<file path="src/rtl/lc3b_mem_arbiter_pkg.sv">
`default_nettype none
// ============================================================================
// Module      : lc3b_mem_arbiter_pkg
// Description : Shared LC-3b types used by the memory arbiter.
// Revision    : 1.0 - initial release
// ============================================================================
package lc3b_mem_arbiter_pkg;

    typedef logic [15:0] lc3b_word;
    typedef logic [1:0]  lc3b_mem_wmask;

    typedef enum logic [1:0] {
        arb_idle    = 2'd0,
        arb_serve_i = 2'd1,
        arb_serve_d = 2'd2
    } lc3b_arb_state;

    // Everything the memory port needs for one transaction.
    typedef struct packed {
        lc3b_word      addr;
        lc3b_word      wdata;
        lc3b_mem_wmask wmask;
        logic          write;
    } lc3b_mem_req;

    localparam lc3b_mem_req c_REQ_RESET = '0;

endpackage : lc3b_mem_arbiter_pkg
`default_nettype wire

</file>
<file path="src/rtl/lc3b_mem_arbiter.sv">
`default_nettype none
// ============================================================================
// Module      : lc3b_mem_arbiter
// Description : Round-robin fetch/data arbiter onto the single memory port.
// Revision    : 1.0 - initial release
// ============================================================================
module lc3b_mem_arbiter
    import lc3b_mem_arbiter_pkg::*;
(
    input  logic        clk,
    input  logic        rst_n,
    input  logic        if_read,
    input  logic [15:0] if_address,
    output logic [15:0] if_rdata,
    output logic        if_resp,
    input  logic        d_read,
    input  logic        d_write,
    input  logic [15:0] d_address,
    input  logic [15:0] d_wdata,
    input  logic [1:0]  d_wmask,
    output logic [15:0] d_rdata,
    output logic        d_resp,
    output logic        mem_read,
    output logic        mem_write,
    output logic [15:0] mem_address,
    output logic [15:0] mem_wdata,
    output logic [1:0]  mem_wmask,
    input  logic [15:0] mem_rdata,
    input  logic        mem_resp
);

    lc3b_arb_state r_state;
    lc3b_arb_state w_next_state;
    lc3b_mem_req   r_req;
    lc3b_mem_req   w_next_req;
    logic          r_last_d;
    logic          w_d_req;
    logic          w_grant_d;
    logic          w_grant_i;
    logic          w_done;

    // On a tie the port that was not served last wins.
    assign w_d_req   = d_read | d_write;
    assign w_grant_d = w_d_req & (~if_read | ~r_last_d);
    assign w_grant_i = if_read & ~w_grant_d;
    assign w_done    = (r_state != arb_idle) & mem_resp;

    always_ff @(posedge clk or negedge rst_n) begin
        if (!rst_n) begin
            r_state  <= arb_idle;
            r_req    <= c_REQ_RESET;
            r_last_d <= 1'b1;
        end else begin
            r_state <= w_next_state;
            r_req   <= w_next_req;
            if (w_done) begin
                r_last_d <= (r_state == arb_serve_d);
            end
        end
    end

    always_comb begin
        w_next_state = r_state;
        w_next_req   = r_req;
        case (r_state)
            arb_idle: begin
                if (w_grant_d) begin
                    w_next_state     = arb_serve_d;
                    w_next_req.addr  = d_address;
                    w_next_req.write = d_write;
                    // Store data only matters for writes; reads keep the old latch.
                    if (d_write) begin
                        w_next_req.wdata = d_wdata;
                        w_next_req.wmask = d_wmask;
                    end
                end else if (w_grant_i) begin
                    w_next_state     = arb_serve_i;
                    w_next_req.addr  = if_address;
                    w_next_req.write = 1'b0;
                    w_next_req.wmask = 2'b00;
                end
            end
            arb_serve_i, arb_serve_d: begin
                if (mem_resp) begin
                    w_next_state = arb_idle;
                end
            end
            default: begin
                w_next_state = arb_idle;
            end
        endcase
    end

    assign mem_read    = (r_state != arb_idle) & ~r_req.write;
    assign mem_write   = (r_state == arb_serve_d) & r_req.write;
    assign mem_address = r_req.addr;
    assign mem_wdata   = r_req.wdata;
    assign mem_wmask   = r_req.wmask;

    assign if_resp  = (r_state == arb_serve_i) & mem_resp;
    assign d_resp   = (r_state == arb_serve_d) & mem_resp;
    assign if_rdata = mem_rdata;
    assign d_rdata  = mem_rdata;

endmodule : lc3b_mem_arbiter
`default_nettype wire
</file>
<file path="config.mk">
export PLATFORM = sky130hd
export DESIGN_NAME = lc3b_mem_arbiter
export DESIGN_NICKNAME = d
export VERILOG_FILES = /design/src/rtl/lc3b_mem_arbiter_pkg.sv /design/src/rtl/lc3b_mem_arbiter.sv
export SDC_FILE = /design/constraint.sdc
export NUM_CORES = 1
export LEC_CHECK = 0
export ABC_AREA = 1
export BUFFER_PORTS_ARGS = -buffer_cell sky130_fd_sc_hd__buf_4
export CAP_MARGIN = 20
export CORE_MARGIN = 2
export CORE_UTILIZATION = 47
export DETAILED_ROUTE_END_ITERATION = 7
export HOLD_SLACK_MARGIN = 0.1
export PLACE_DENSITY_LB_ADDON = 0.12
export SKIP_LAST_GASP = 1
export SLEW_MARGIN = 20
export SYNTH_ARGS = -nofsm -noshare
export SYNTH_HDL_FRONTEND = slang
export SYNTH_SLANG_ARGS = --single-unit
</file>
<file path="constraint.sdc">
create_clock -name clk -period 2.1 [get_ports clk]
set_input_delay 0.105 -clock clk [delete_from_list [all_inputs] [get_ports clk]]
set_output_delay 0.105 -clock clk [all_outputs]
set_load 0.02 [all_outputs]
</file>
-- After elaboration in Yosys (flattened, before gate mapping)
Index checks and enable logic that the tools add are counted.
- register bits after elaboration: 38
- output and inout bits: 70
- logic and storage cells: 41
- input bits: 72
- reduce and logical (&&, ||, !) cells: 8
- multiplexer cells: 9
- eq/ne operators: 5
- bitwise operators: 13
- operators by type and width (cell ; count):
    $mux W16 ; 2
    $mux W2 ; 4
    $and A1 B1 Y1 ; 7
    $mux W3 ; 2
    $reduce_and A3 Y1 ; 2
    $ne A2 B2 Y1 const B ; 2
    $not A1 Y1 ; 4
    $pmux W2 S2 ; 1
    $reduce_and A2 Y1 ; 2
    $reduce_bool A2 Y1 ; 2
    $ne A3 B3 Y1 const B ; 1
    $eq A2 B1 Y1 const B ; 1
    $eq A2 B2 Y1 const B ; 1
    $logic_not A2 Y1 ; 1
    $or A1 B1 Y1 ; 2
    $reduce_or A2 Y1 ; 1

-- Longest topological paths before layout
- word-level depth: 8
- depth in mapped cells: 9
- mapped depth without buffers: 7

-- Worst setup path after synthesis
Ideal clock, no wire load.
- kind: register to register
- from: reg r_state[0]
- to: reg r_req[0] (netlist name)
- clock period less this slack: 1413 ps
- setup slack: 687 ps
- required time: 1979 ps
- cell stages (with the launch flop): 10
- arrival time: 1292 ps
- path buffers: 2
- library setup time: 121 ps
- path through: dfrtp_1 > inv_1 > ha_1 > buf_4 > inv_1 > a21oi_4 > inv_4 > buf_6 > nand2_1 > nand2_1
- cells in the longest elaborated chain, start to end: 2
- ends and longest elaborated chain (item ; RTL line ; RTL):
    start: declaration ; lc3b_mem_arbiter.sv:32 ; lc3b_arb_state r_state;
    start signal: assignment ; lc3b_mem_arbiter.sv:50 ; r_state <= arb_idle;
    start signal: assignment ; lc3b_mem_arbiter.sv:54 ; r_state <= w_next_state;
    $logic_not A2 Y1 ; lc3b_mem_arbiter.sv:65 ; case (r_state)
    $reduce_and A2 Y1 (no source line) ; -- ;
    end signal: assignment ; lc3b_mem_arbiter.sv:51 ; r_req <= c_REQ_RESET;
    end signal: assignment ; lc3b_mem_arbiter.sv:55 ; r_req <= w_next_req;
    end: declaration ; lc3b_mem_arbiter.sv:34 ; lc3b_mem_req r_req;
No other way between the ends.
A chain may end at the register's enable or synchronous reset.

-- Worst setup path in the final report
- from: reg r_state[0]
- to: reg r_req (netlist bit mem_address[12])
Same word-level chain as after synthesis.

==> impl_results.md <==
* Leakage power at approximately 1.6 nW
* Clock latency on the worst-skew pair at about 0.28 ns
* GRT Overall Usage at 0.181
* Largest net degree at the start of global routing at 39
* Port bufs at slightly above 90
* Worst-path clk slew at roughly 0.070 ns
* Routed Antenna Nets at 0
* Max Root-Sink Buffers at 2
* Row count at 25
* Io pins at about 140
* Core area at roughly 4800 sq um
* HPWL Detailed at 3320 um
* CP max FO at 11
* RSZ-0062 raised after global routing: no
* Startpoint types: flip-flop
* Logic pwr share at 0.529
* Crit path required time at ~2.3 ns
* Mapped Cells at around 300
* Seq/Total Area, Yosys at 0.407
* Final Slew Violations at 0
* Max_cap viols at 0
* Min-Delay Path Class: input port to flip-flop
* Cts bufs inserted at 5
* H-tree levels at 2
* Int Pwr at around 2.1 mW
* Routed vias/inst at ~4.3
* Fin util at 0.596
* Number of antenna violations at the first check in global routing at 0
* GPL Wtd Cong at 0.807
* Peak supply drop at between 0.0007 and 0.0008 V
* Synthesis-stage register bit count at 38
* Seq pwr share at 0.346
* Area grow syn2layout at 21.2%
* Initial Utilization at 0.492
* Synth Area per Inst at a little under 8 sq um
* Post-synth cell types at 18
* Die area at roughly 5600 sq um
* DRC at 0
* Routed WL at between 4000 and 5000 um
* Clk_skew at between 0.002 and 0.003 ns
* Die height at between 70 and 80 um
* Psw at between 1.5 and 2 mW
* P per Cell Area at approximately 1300 nW/um^2
* TritonCTS clock tree: yes
* Most frequent cells in the layout: nand2_1, buf_4, inv_1
* Setup TNS at 0 ns
* Hold Fails Final Rpt at 0
* CP Cell Sequence: inv_1 -> ha_1 -> inv_1 -> a21oi_4 -> buf_4 -> nand2_1 -> nand2_1
* Crit path largest cell delay at around 0.40 ns
* CP max-delay cell: dfrtp_1
* Pre-antenna DRT Iters at 4
* Setup Viol. Count Final at 0
* Vias in the first global route at between 1,500 and 2,000
* Overall die width at 74.5 um
* Crit Path Class: flip-flop to flip-flop
* Rel. slew slack at 0.516
* Via count at between 1,500 and 2,000
* Layout cell share with drive strength beyond 1 at 0.307
* Nets at approximately 420
* Final period util at 0.747
* Status: completed
* Ant. Diodes at 0
* Placed inst area at 2580 sq um
* Clock network power share at 0.125
* Final instance area at 2830 sq um
* CP Data Arrival Time at between 1.5 and 2 ns
* Worst setup EP type: flip-flop
* Total power at roughly 3.7 mW
* CTS sink cnt at 38
* Average wire per standard cell at approximately 11 um
* Top delay family on crit path: buffers and inverters
* FMAX at approximately 640 MHz
* Number of DRC markers in iteration 0 at 72
* Period minus WS final at about 1.6 ns
* Post-Syn Area at ~2300 sq um
* GRT overflow at 0
* Sw frac at 0.429
* First-pass GRT wire length at between 7000 and 8000 um
* Most common cell after layout, fill and taps aside: nand2_1
* Buffers & Inverters on Critical Path at 3
* Slew at the pin closest to its max-slew limit at between 0.7 and 0.8 ns
* Root buf cell: clkbuf_8
* Synth Warn # at 0
* Net Count, Synth at 378
[metrics by stage]
stage	instances	setup slack (ns)	hold WS, ns
3_3_place_gp	390	0.589	0.105
6_report	415	0.532	0.116
2_1_floorplan	303	0.687	-0.191
3_5_place_dp	390	0.550	0.107
5_1_grt	415	0.396	0.153
4_1_cts	415	0.524	0.111
[layer usage]
layer	up-vias	share of wire	GRT usage
li1	930	-	-
met1	776	0.39	0.197
met2	67	0.51	0.325
met3	14	0.071	0.0393
met4	0	0.026	0.101
met5	-	0	0
[what timing repair did]
action	4_1_cts	5_1_grt
setup buffers	0	0
hold buffers	18	0
resized for setup	0	0
endpoints found under the hold margin	54	0
[Yosys cell counts]
master / number / area, sq um
inv_4: 1 / 6.26
or2_2: 1 / 6.26
dfrtp_1: 37 / 926
nand3_2: 1 / 10.0
o21ai_0: 25 / 125
ha_1: 3 / 37.5
inv_1: 42 / 158
buf_2: 5 / 25.0
a21oi_4: 1 / 16.3
nand2_1: 96 / 360
nor2_1: 3 / 11.3
buf_6: 2 / 22.5
nand3_1: 4 / 20.0
dfstp_2: 1 / 26.3
o21ai_4: 1 / 16.3
o21ai_1: 11 / 55.1
nor2_2: 1 / 6.26
buf_4: 68 / 510
[tightest hold or removal path, stage by stage]
cell,delay [ns]
buf_4,0.07
nand2_1,0.04
o21ai_0,0.06
nand2_1,0.05
nand2_1,0.05
[cell families after synthesis]
| family | synth area share |
|---|---|
| buf+inv | 0.309 |
| compound gates | 0.0910 |
| simple gates | 0.177 |
| fa+ha+maj | 0.0161 |
| flops | 0.407 |
[final timing paths]
kind,from,end,slack (ns),cells after the start
worst min-delay path,if_address[11],mem_address[11]$_DFFE_PN0P_,0.12,5
worst max register to register,r_state[0]$_DFFE_PN0P_,mem_address[12]$_DFFE_PN0P_,0.53,7
worst max-delay path,r_state[0]$_DFFE_PN0P_,mem_address[12]$_DFFE_PN0P_,0.53,7
min in group asynchronous,rst_n,mem_address[5]$_DFFE_PN0P_,0.34,2
worst min register to register,mem_address[1]$_DFFE_PN0P_,mem_address[1]$_DFFE_PN0P_,0.48,2
max in group asynchronous,rst_n,r_last_d$_DFFE_PN1P_,1.41,2
[power groups by stage]
| stage | sequential, mW | clock (mW) | combinational [mW] |
|---|---|---|---|
| final | 1.29 | 0.467 | 1.98 |
| after global routing | 1.35 | 0.504 | 2.21 |
| after CTS | 1.30 | 0.486 | 2.02 |
| after detailed placement | 1.30 | 0 | 1.99 |
| after global placement | 1.30 | 0 | 1.95 |
| after floorplan | 1.25 | 0 | 1.79 |
[registers in the layout, summed over array words and instances (netlist names)]
register	flops
mem_wdata	16
r_last_d	1
r_req	1
r_state	2
mem_wmask	2
mem_address	16
[cell type report]
class / count / area [sq um]
clock buffers: 7 / 76.3
fillers: 469 / 1920
inverters: 43 / 164
multi-input cells: 147 / 664
flip-flops and latches: 38 / 952
well taps: 67 / 83.8
repair buffers: 113 / 893
Note: power is estimated with default switching activity, not from simulation.
